==> src/rtl/jtag_run_scheduler.sv <==
// Sequences JTAG vector runs: shadows the run setup, issues one play pass per repeat with idle gaps,
// times the ADC trigger per pass and keeps sticky status. Optional play watchdog: JTAG_RUN_WATCHDOG_EN.
module jtag_run_scheduler #(
  parameter int unsigned A_WIDTH    = 12,
  parameter int unsigned R_WIDTH    = 16,
  parameter int unsigned D_WIDTH    = 16,
  parameter int unsigned GAP_CYCLES = 4,
  parameter int unsigned WDOG_WIDTH = 20
) (
  input  logic               clk,
  input  logic               reset_n,
  input  logic               cmd_start,
  input  logic               cmd_abort,
  input  logic               cmd_clear,
  input  logic [A_WIDTH-1:0] vector_start,
  input  logic [A_WIDTH-1:0] vector_end,
  input  logic [R_WIDTH-1:0] vector_number_repeat,
  input  logic [D_WIDTH-1:0] adc_start_delay,
  output logic               play_req,
  output logic [A_WIDTH-1:0] play_addr_lo,
  output logic [A_WIDTH-1:0] play_addr_hi,
  input  logic               play_done,
  output logic               wait_state,
  output logic               adc_start,
  output logic               adc_sequence_one,
  output logic               busy,
  output logic               done,
  output logic               error,
  output logic [1:0]         err_code,
  output logic [R_WIDTH-1:0] passes_done
);

  localparam int unsigned G_WIDTH  = 8;
  localparam int unsigned RX_WIDTH = R_WIDTH + 1;
  localparam logic [G_WIDTH-1:0] GAP_LAST = G_WIDTH'(GAP_CYCLES - 1);

  localparam logic [1:0] ERR_NONE   = 2'b00;
  localparam logic [1:0] ERR_WINDOW = 2'b01;
  localparam logic [1:0] ERR_ABORT  = 2'b10;
  localparam logic [1:0] ERR_WDOG   = 2'b11;

  typedef enum logic [2:0] {
    S_IDLE  = 3'd0,
    S_CHECK = 3'd1,
    S_ARM   = 3'd2,
    S_PLAY  = 3'd3,
    S_GAP   = 3'd4,
    S_DONE  = 3'd5
  } state_t;

  state_t state_q, state_d;

  logic [R_WIDTH-1:0] target_q;
  logic [D_WIDTH-1:0] delay_q;
  logic [D_WIDTH-1:0] dcnt_q;
  logic [G_WIDTH-1:0] gcnt_q;

  logic               start_hit, abort_hit, pass_end, last_pass, bad_window, wdog_expire;

  logic               play_req_d, adc_start_d, wait_state_d, busy_d, adc_seq_d;
  logic               done_d, error_d;
  logic [1:0]         err_code_d;
  logic [R_WIDTH-1:0] passes_d;

  assign start_hit  = (state_q == S_IDLE) && cmd_start;
  assign abort_hit  = (state_q != S_IDLE) && cmd_abort;
  assign pass_end   = (state_q == S_PLAY) && play_done && !abort_hit;
  assign last_pass  = ({1'b0, passes_done} + RX_WIDTH'(1)) == {1'b0, target_q};
  assign bad_window = (state_q == S_CHECK) && (play_addr_lo > play_addr_hi);

`ifdef JTAG_RUN_WATCHDOG_EN
  logic [WDOG_WIDTH-1:0] wdog_q;

  // Cleared as each pass is requested, counts only while the player is busy.
  always_ff @(posedge clk or negedge reset_n) begin
    if (!reset_n) begin
      wdog_q <= '0;
    end else if (state_d == S_ARM) begin
      wdog_q <= '0;
    end else if ((state_q == S_PLAY) && (wdog_q != '1)) begin
      wdog_q <= wdog_q + WDOG_WIDTH'(1);
    end
  end

  assign wdog_expire = (state_q == S_PLAY) && !play_done && (wdog_q == '1);
`else
  logic unused_wdog_cfg;
  assign unused_wdog_cfg = ^WDOG_WIDTH;
  assign wdog_expire     = 1'b0;
`endif

  // State register
  always_ff @(posedge clk or negedge reset_n) begin
    if (!reset_n) begin
      state_q <= S_IDLE;
    end else begin
      state_q <= state_d;
    end
  end

  // Next-state logic; abort overrides every other event
  always_comb begin
    state_d = state_q;
    case (state_q)
      S_IDLE:  if (cmd_start) state_d = S_CHECK;
      S_CHECK: state_d = bad_window ? S_IDLE : S_ARM;
      S_ARM:   state_d = S_PLAY;
      S_PLAY: begin
        if (play_done) begin
          state_d = last_pass ? S_DONE : S_GAP;
        end else if (wdog_expire) begin
          state_d = S_IDLE;
        end
      end
      S_GAP:   if (gcnt_q == '0) state_d = S_ARM;
      S_DONE:  state_d = S_IDLE;
      default: state_d = S_IDLE;
    endcase
    if (abort_hit) begin
      state_d = S_IDLE;
    end
  end

  // Output decode: registered outputs follow the state being entered
  always_comb begin
    play_req_d   = 1'b0;
    adc_start_d  = 1'b0;
    wait_state_d = 1'b1;
    busy_d       = 1'b0;
    adc_seq_d    = adc_sequence_one;
    done_d       = done;
    error_d      = error;
    err_code_d   = err_code;
    passes_d     = passes_done;

    case (state_d)
      S_ARM: begin
        play_req_d   = 1'b1;
        wait_state_d = 1'b0;
        busy_d       = 1'b1;
        adc_seq_d    = ~passes_done[0];
        adc_start_d  = (delay_q == '0);
      end
      S_PLAY: begin
        wait_state_d = 1'b0;
        busy_d       = 1'b1;
        adc_start_d  = (dcnt_q == D_WIDTH'(1));
      end
      S_GAP:   busy_d = 1'b1;
      S_DONE:  done_d = 1'b1;
      default: ;
    endcase

    if (start_hit || ((state_q == S_IDLE) && cmd_clear)) begin
      done_d     = 1'b0;
      error_d    = 1'b0;
      err_code_d = ERR_NONE;
    end
    if (start_hit) begin
      passes_d = '0;
    end
    if (bad_window) begin
      error_d    = 1'b1;
      err_code_d = ERR_WINDOW;
    end
    if (pass_end && (passes_done != '1)) begin
      passes_d = passes_done + R_WIDTH'(1);
    end
    if (wdog_expire) begin
      error_d    = 1'b1;
      err_code_d = ERR_WDOG;
    end
    if (abort_hit) begin
      done_d     = 1'b0;
      error_d    = 1'b1;
      err_code_d = ERR_ABORT;
    end
  end

  // Shadow registers, pass counters and output registers
  always_ff @(posedge clk or negedge reset_n) begin
    if (!reset_n) begin
      play_addr_lo     <= '0;
      play_addr_hi     <= '0;
      target_q         <= '0;
      delay_q          <= '0;
      dcnt_q           <= '0;
      gcnt_q           <= '0;
      play_req         <= 1'b0;
      adc_start        <= 1'b0;
      wait_state       <= 1'b1;
      busy             <= 1'b0;
      adc_sequence_one <= 1'b0;
      done             <= 1'b0;
      error            <= 1'b0;
      err_code         <= ERR_NONE;
      passes_done      <= '0;
    end else begin
      if (start_hit) begin
        play_addr_lo <= vector_start;
        play_addr_hi <= vector_end;
        target_q     <= (vector_number_repeat == '0) ? R_WIDTH'(1) : vector_number_repeat;
        delay_q      <= adc_start_delay;
      end

      // Delay counter parks at zero so the ADC trigger cannot repeat within a pass
      if (state_d == S_ARM) begin
        dcnt_q <= delay_q;
      end else if (dcnt_q != '0) begin
        dcnt_q <= dcnt_q - D_WIDTH'(1);
      end

      if ((state_d == S_GAP) && (state_q != S_GAP)) begin
        gcnt_q <= GAP_LAST;
      end else if (gcnt_q != '0) begin
        gcnt_q <= gcnt_q - G_WIDTH'(1);
      end

      play_req         <= play_req_d;
      adc_start        <= adc_start_d;
      wait_state       <= wait_state_d;
      busy             <= busy_d;
      adc_sequence_one <= adc_seq_d;
      done             <= done_d;
      error            <= error_d;
      err_code         <= err_code_d;
      passes_done      <= passes_d;
    end
  end

endmodule
==> config.mk <==
export PLATFORM = sky130hd
export DESIGN_NAME = jtag_run_scheduler
export DESIGN_NICKNAME = d
export VERILOG_FILES = /design/src/rtl/jtag_run_scheduler.sv
export SDC_FILE = /design/constraint.sdc
export NUM_CORES = 1
export LEC_CHECK = 0
export CAP_MARGIN = 20
export CORE_MARGIN = 2
export CORE_UTILIZATION = 50
export CTS_CLUSTER_DIAMETER = 80
export DETAILED_ROUTE_END_ITERATION = 10
export GPL_ROUTABILITY_DRIVEN = 1
export HOLD_SLACK_MARGIN = 0.02
export MAX_ROUTING_LAYER = met4
export PLACE_DENSITY = 0.81
export SYNTH_ARGS = -nofsm -noshare
export SYNTH_HDL_FRONTEND = slang
export SYNTH_SLANG_ARGS = --single-unit
==> constraint.sdc <==
create_clock -name clk -period 4.54 [get_ports clk]
set_clock_uncertainty 0.2 [all_clocks]
set_input_delay 0.681 -clock clk [delete_from_list [all_inputs] [get_ports clk]]
set_output_delay 0.681 -clock clk [all_outputs]
set_load 0.02 [all_outputs]
==> impl_metrics.tcl, run 1 <==
set metrics [dict create \
    synthArstFlopShare_pct 100.0 \
    grt_pass1_vias 4986 \
    post-route-cell-area_mm2 0.007351 \
    synth-edff-count 0 \
    die_height_um 112.3 \
    finalWorstSetupSlack_ps 1335 \
    antenna_found_initial 0 \
    yosysSeqAreaShare_pct 46.13 \
    finalSetupViolCount 0 \
    ctsLongestPathBuffers 2 \
    post_cts_buffers 0 \
    hold_slack_ps 298.9 \
    syn_inst 658 \
    die_w_um 112.3 \
    path_class "flop to flop" \
    holdBufCountCts 0 \
    drive_gt1_share_pct 6.728 \
    ios 111 \
    finalSetupTns_ps 0 \
    hp-class "flop to flop" \
    dieArea_mm2 0.01261 \
    slew_viol_final 0 \
    drtIter0Drc 284 \
    place.gp.congestion 0.9111 \
    first_pass_iters 5 \
    power.leakage_nw 3.194 \
    clk_pin_slew_ps 80 \
    drc 0 \
    area_growth_pct 25.40 \
    yosysUniqueCellTypes 66 \
    port_buffers 110 \
    drv_cap 0 \
    rows 39 \
    synth.net_count 737 \
    numCtsBuffers 9 \
    worstMarginPinSlew_ps 980.0 \
    fillers 966 \
    nNetsFinal 832 \
    vias 4977 \
    period_needed_ps 3205 \
    rrSetupSlack_ps 1340 \
    ys_ff_latch 108 \
    yosysWarnings 0 \
    placedCellCount 882 \
    grt_max_degree 85 \
    max_freq_ghz 0.3120 \
    cp_data_arrival_time_ps 3270 \
    clkLatencyLatePin_ps 360 \
    ant_nets 0 \
    finalHoldViolations 0 \
    cts_root_buf "clkbuf_16" \
    post-route-period-util_pct 70.59 \
    overflow 0 \
    grtUsageTotal_pct 23.94 \
    cts_repair_resize_count 0 \
    peakVddDrop_mv 0.4661 \
    initial_core_util_pct 51.34 \
    drt-total-wl_um 14170 \
    slew-limit-headroom_pct 34.51 \
    wl_per_cell_um 15.72 \
    cp-start-kind "flop" \
    htree_levels 3 \
    syn_avg_cell_area_um2 8.909 \
    pre_cts_ws_ps 1381 \
    endpoint_kind "flop" \
    p_total_mw 4.341 \
    status "finished, final reports clean" \
    cts_tree "built" \
    rsz0062_at_grt "false" \
    ys.flop_type "dfrtp_1" \
    post-route-util_pct 64.38 \
    p_per_area_mw_per_mm2 590.5 \
    clock_sinks 108 \
    stdcell_count 901 \
    grt_first_pass_wirelength_um 23760 \
    fp.coreArea_mm2 0.01142 \
    n_antenna_cell 0 \
    worstPathMaxFanout 33 \
    cp.required_ps 4600 \
    vias_per_cell 5.524 \
    synth_area_mm2 0.005862 \
    place_area_mm2 0.006999 \
    hpwl_um 10490 \
]
worst paths after layout:
kind	end	cells past startpoint	startpoint
hold reg to reg	target_q[6]	2	target_q[6]
max in group asynchronous	wait_state	3	reset_n
hold / removal	target_q[6]	2	target_q[6]
setup reg to reg	passes_done[2]	8	passes_done[0]
setup / recovery	passes_done[2]	8	passes_done[0]
min in group asynchronous	play_addr_lo[11]	2	reset_n
state kept, by name, summed over array words and instances, names as in the netlist, 2 cells and up:
name          flops
err_code          2
passes_done      16
play_addr_hi     12
dcnt_q           16
play_addr_lo     12
target_q         16
state_q           3
delay_q          16
gcnt_q            8
logic make-up (layout without fill, tap and decap cells):
logic type	count (synthesis)	in the layout	share of synthesized area, %
flops	108	108	46.13
buf+inv	55	155	4.205
simple gates	323	323	26.51
mux	10	10	1.772
fa+ha+maj	18	18	3.799
compound gates	111	111	12.66
xor+xnor	33	33	4.931
synthesized netlist by cell type, types with 3 or more instances:
master | n | area share (%)
xor2_1 | 7 | 1.0
o21ai_1 | 3 | 0.26
and2_1 | 5 | 0.53
nand3b_1 | 4 | 0.51
nor3b_1 | 3 | 0.38
xnor2_1 | 26 | 3.9
mux2i_1 | 7 | 1.2
o21ai_0 | 47 | 4.0
buf_2 | 5 | 0.43
a21oi_1 | 21 | 1.8
or2b_1 | 4 | 0.51
inv_1 | 24 | 1.5
ha_1 | 17 | 3.6
nand3_1 | 19 | 1.6
nand2_1 | 190 | 12
buf_1 | 3 | 0.19
nand2b_1 | 10 | 1.1
and4_1 | 3 | 0.45
and3_1 | 3 | 0.32
nor4_1 | 16 | 1.7
buf_4 | 9 | 1.2
nor2b_1 | 4 | 0.43
a21o_1 | 6 | 0.77
nor2_1 | 28 | 1.8
nor3_1 | 9 | 0.77
dfrtp_1 | 107 | 46
or2_2 | 3 | 0.32
nand4_1 | 7 | 0.75
clkbuf_1 | 14 | 0.90
mux2_2 | 3 | 0.58
o31ai_1 | 8 | 1.0
final cells by class:
cell class	instances	area [um^2]	share of cell area [%]
multi-input combinational	495	2913	39.63
timing repair buffer	115	1171	15.93
sequential	108	2704	36.78
inverter	24	90.09	1.226
clock inverter	7	68.82	0.9362
clock buffer	9	225.2	3.064
tap	143	178.9	2.434
power by group:
| group | switching [mW] | internal, mW |
|---|---|---|
| sequential | 0.343 | 1.35 |
| combinational | 1.04 | 0.839 |
| clock | 0.384 | 0.386 |
cell usage in the layout, fill, tap and decap left out, types with 2 or more instances in the layout:
master,instances
nor2_1,28
o21ai_1,3
o21bai_1,2
inv_1,24
buf_4,3
nand4_2,2
dfrtp_1,107
or2_2,3
xnor2_1,26
a21oi_1,21
or2b_1,4
ha_1,17
clkinvlp_4,2
clkdlybuf4s50_1,109
a21oi_2,2
o31ai_1,8
o41ai_1,2
a31oi_1,2
a21o_1,6
nor4_1,16
inv_6,2
xor2_1,7
mux2i_1,7
o21ai_0,47
nand3b_1,4
nand2b_1,10
nor3_1,9
nand3_1,19
nor2b_1,4
and3_1,3
nand2_1,190
nor4_4,2
and2_1,4
nor3b_1,3
or4_1,2
a31o_2,2
mux2_2,3
clkbuf_16,9
and4_1,3
nand4_1,7
critical path, cell delays in order (launching register included):
cell and delay (ps):
dfrtp_1 560, ha_1 350, nand3_4 180, nor4_2 430, a31o_2 610, nand2_1 400
o21ai_0 190, nand2_1 80, o21ai_0 110
layer usage:
layer  wire, um  up-vias  GRT usage, %
met1       6222     2407         30.32
met5          0        -             -
met4        297        0         8.293
li1           -     2431             -
met2       7117      116         39.08
met3        531       23         4.320
(Power assumes the default switching activity.)
==> inputs of run 2 (changes only) <==
Clock period 4.54 ns to 3.2 ns, I/O delays scaled along.
==> impl_metrics.tcl, run 2 (synthesized netlist as in run 1, its figures left out) <==
set metrics [dict create \
    status "finished, final reports clean" \
    place.gp.congestion 0.9071 \
    grtUsageMet3_pct 3.726 \
    worstPathMaxFanout 14 \
    cts_root_buf "clkbuf_16" \
    p_per_area_mw_per_mm2 844.2 \
    max_freq_ghz 0.3509 \
    path_class "flop to flop" \
    layout_commonest_cell "nand2_1" \
    gr-usage-met2_pct 41.53 \
    cp-start-kind "flop" \
    grtUsageTotal_pct 24.62 \
    vias_per_cell 5.579 \
    slew_viol_final 0 \
    post-route-period-util_pct 89.05 \
    drtIter0Drc 337 \
    hp-class "flop to flop" \
    port_buffers 110 \
    area_growth_pct 25.85 \
    cts_tree "built" \
    peakVddDrop_mv 0.4033 \
    rsz0062_at_grt "false" \
    place_area_mm2 0.007074 \
    ios 111 \
    ctsLongestPathBuffers 2 \
    drive_gt1_share_pct 7.702 \
    grt_busiest_layer "met2" \
    clk_pin_slew_ps 80 \
    cp_data_arrival_time_ps 2890 \
    period_needed_ps 2849 \
    mostFrequentLayoutCells "nand2_1 (190), clkdlybuf4s50_1 (109), dfrtp_1 (107)" \
    cts_repair_resize_count 0 \
    power.leakage_nw 3.226 \
    die_w_um 112.3 \
    cp.required_ps 3240 \
    rows 39 \
    die_height_um 112.3 \
    grt_first_pass_wirelength_um 24470 \
    numCtsBuffers 9 \
    htree_levels 3 \
    fillers 940 \
    drt-total-wl_um 14620 \
    slew-limit-headroom_pct 53.89 \
    initial_core_util_pct 51.34 \
    first_pass_iters 5 \
    post-route-util_pct 64.61 \
    post-route-cell-area_mm2 0.007377 \
    clkLatencyLatePin_ps 350 \
    overflow 0 \
    wl_per_cell_um 16.08 \
    nNetsFinal 840 \
    worstMarginPinSlew_ps 691.7 \
    grt_pass1_vias 5120 \
    ant_nets 0 \
    dieArea_mm2 0.01261 \
    hpwl_um 10860 \
    use_met1_pct 30.37 \
    antenna_found_initial 0 \
    finalSetupTns_ps 0 \
    finalSetupViolCount 0 \
    vias 5071 \
    grt_max_degree 55 \
    drv_cap 0 \
    drc 0 \
    finalHoldViolations 0 \
    n_antenna_cell 0 \
    fp.coreArea_mm2 0.01142 \
    endpoint_kind "flop" \
    clock_sinks 108 \
]
## run 2: cell types whose count changed in the layout (fill, tap and decap cells not counted)
cell	before	now
buf_12	1	0
clkinv_8	1	0
clkbuf_8	0	1
clkinvlp_4	2	1
buf_16	1	0
clkinv_4	1	2
buf_4	3	13
## run 2: timing repair
item,4_1_cts,5_1_grt
endpoints found under the hold margin,51,0
hold buffers,1,0
buffers inserted,0,0
## run 2: path summary, 6_finish.rpt
| check | start | end | cells past startpoint | slack, ps |
|---|---|---|---|---|
| max in group asynchronous | reset_n | wait_state | 3 | 1520 |
| worst min register to register | target_q[8] | target_q[8] | 2 | 300 |
| min in group asynchronous | reset_n | play_addr_hi[8] | 2 | 500 |
| worst max register to register | play_addr_lo[5] | dcnt_q[1] | 8 | 350 |
| worst min-delay path | target_q[8] | target_q[8] | 2 | 300 |
| worst max-delay path | play_addr_lo[5] | dcnt_q[1] | 8 | 350 |
## run 2: worst max-delay path: stages, from the launching register on
cell	delay, ps
dfrtp_1	410
ha_1	310
a21o_1	190
nand3_1	100
a21oi_1	80
a2111oi_0	490
buf_4	210
o311a_2	370
mux2_2	380
## run 2: through the flow
stage / power [mW] / setup WS, ps / cells / hold WS, ps
after CTS: 6.244 / 315.3 / 909 / 300.5
after floorplan: 4.093 / 537.1 / 658 / -15.59
after detailed placement: 5.121 / 331.9 / 892 / 282.9
final: 6.228 / 350.5 / 909 / 299.2
after global routing: 6.670 / 185.5 / 909 / 333.8
after global placement: 4.986 / 420.7 / 892 / 276.8
## run 2: routing by layer
layer  part of all wire, %  routed length, um
met1                    43               6280
met2                    51               7440
met3                   3.4                491
met4                   2.8                405
met5                     0                  0
## run 2: power by group
part           switching, mW  internal [mW]  leakage, nW
Clock                  0.535          0.564        0.142
Combinational           1.51           1.22         1.73
Sequential             0.493           1.91         1.36
## run 2: final cells by class
class / count / area (um^2) / area share (%)
multi-input cells: 495 / 2913 / 39.48
flip-flops and latches: 108 / 2704 / 36.65
repair buffers: 123 / 1199 / 16.25
clock buffers: 10 / 239.0 / 3.239
well taps: 143 / 178.9 / 2.425
inverters: 24 / 90.09 / 1.221
clock inverters: 6 / 53.80 / 0.7293
==> inputs of run 3 (changes only) <==
Settings changed: CTS_CLUSTER_SIZE from default to 14, SLEW_MARGIN from default to 5.
==> results of run 3 <==
Final layout, timing and power as in run 2 (identical DEF).
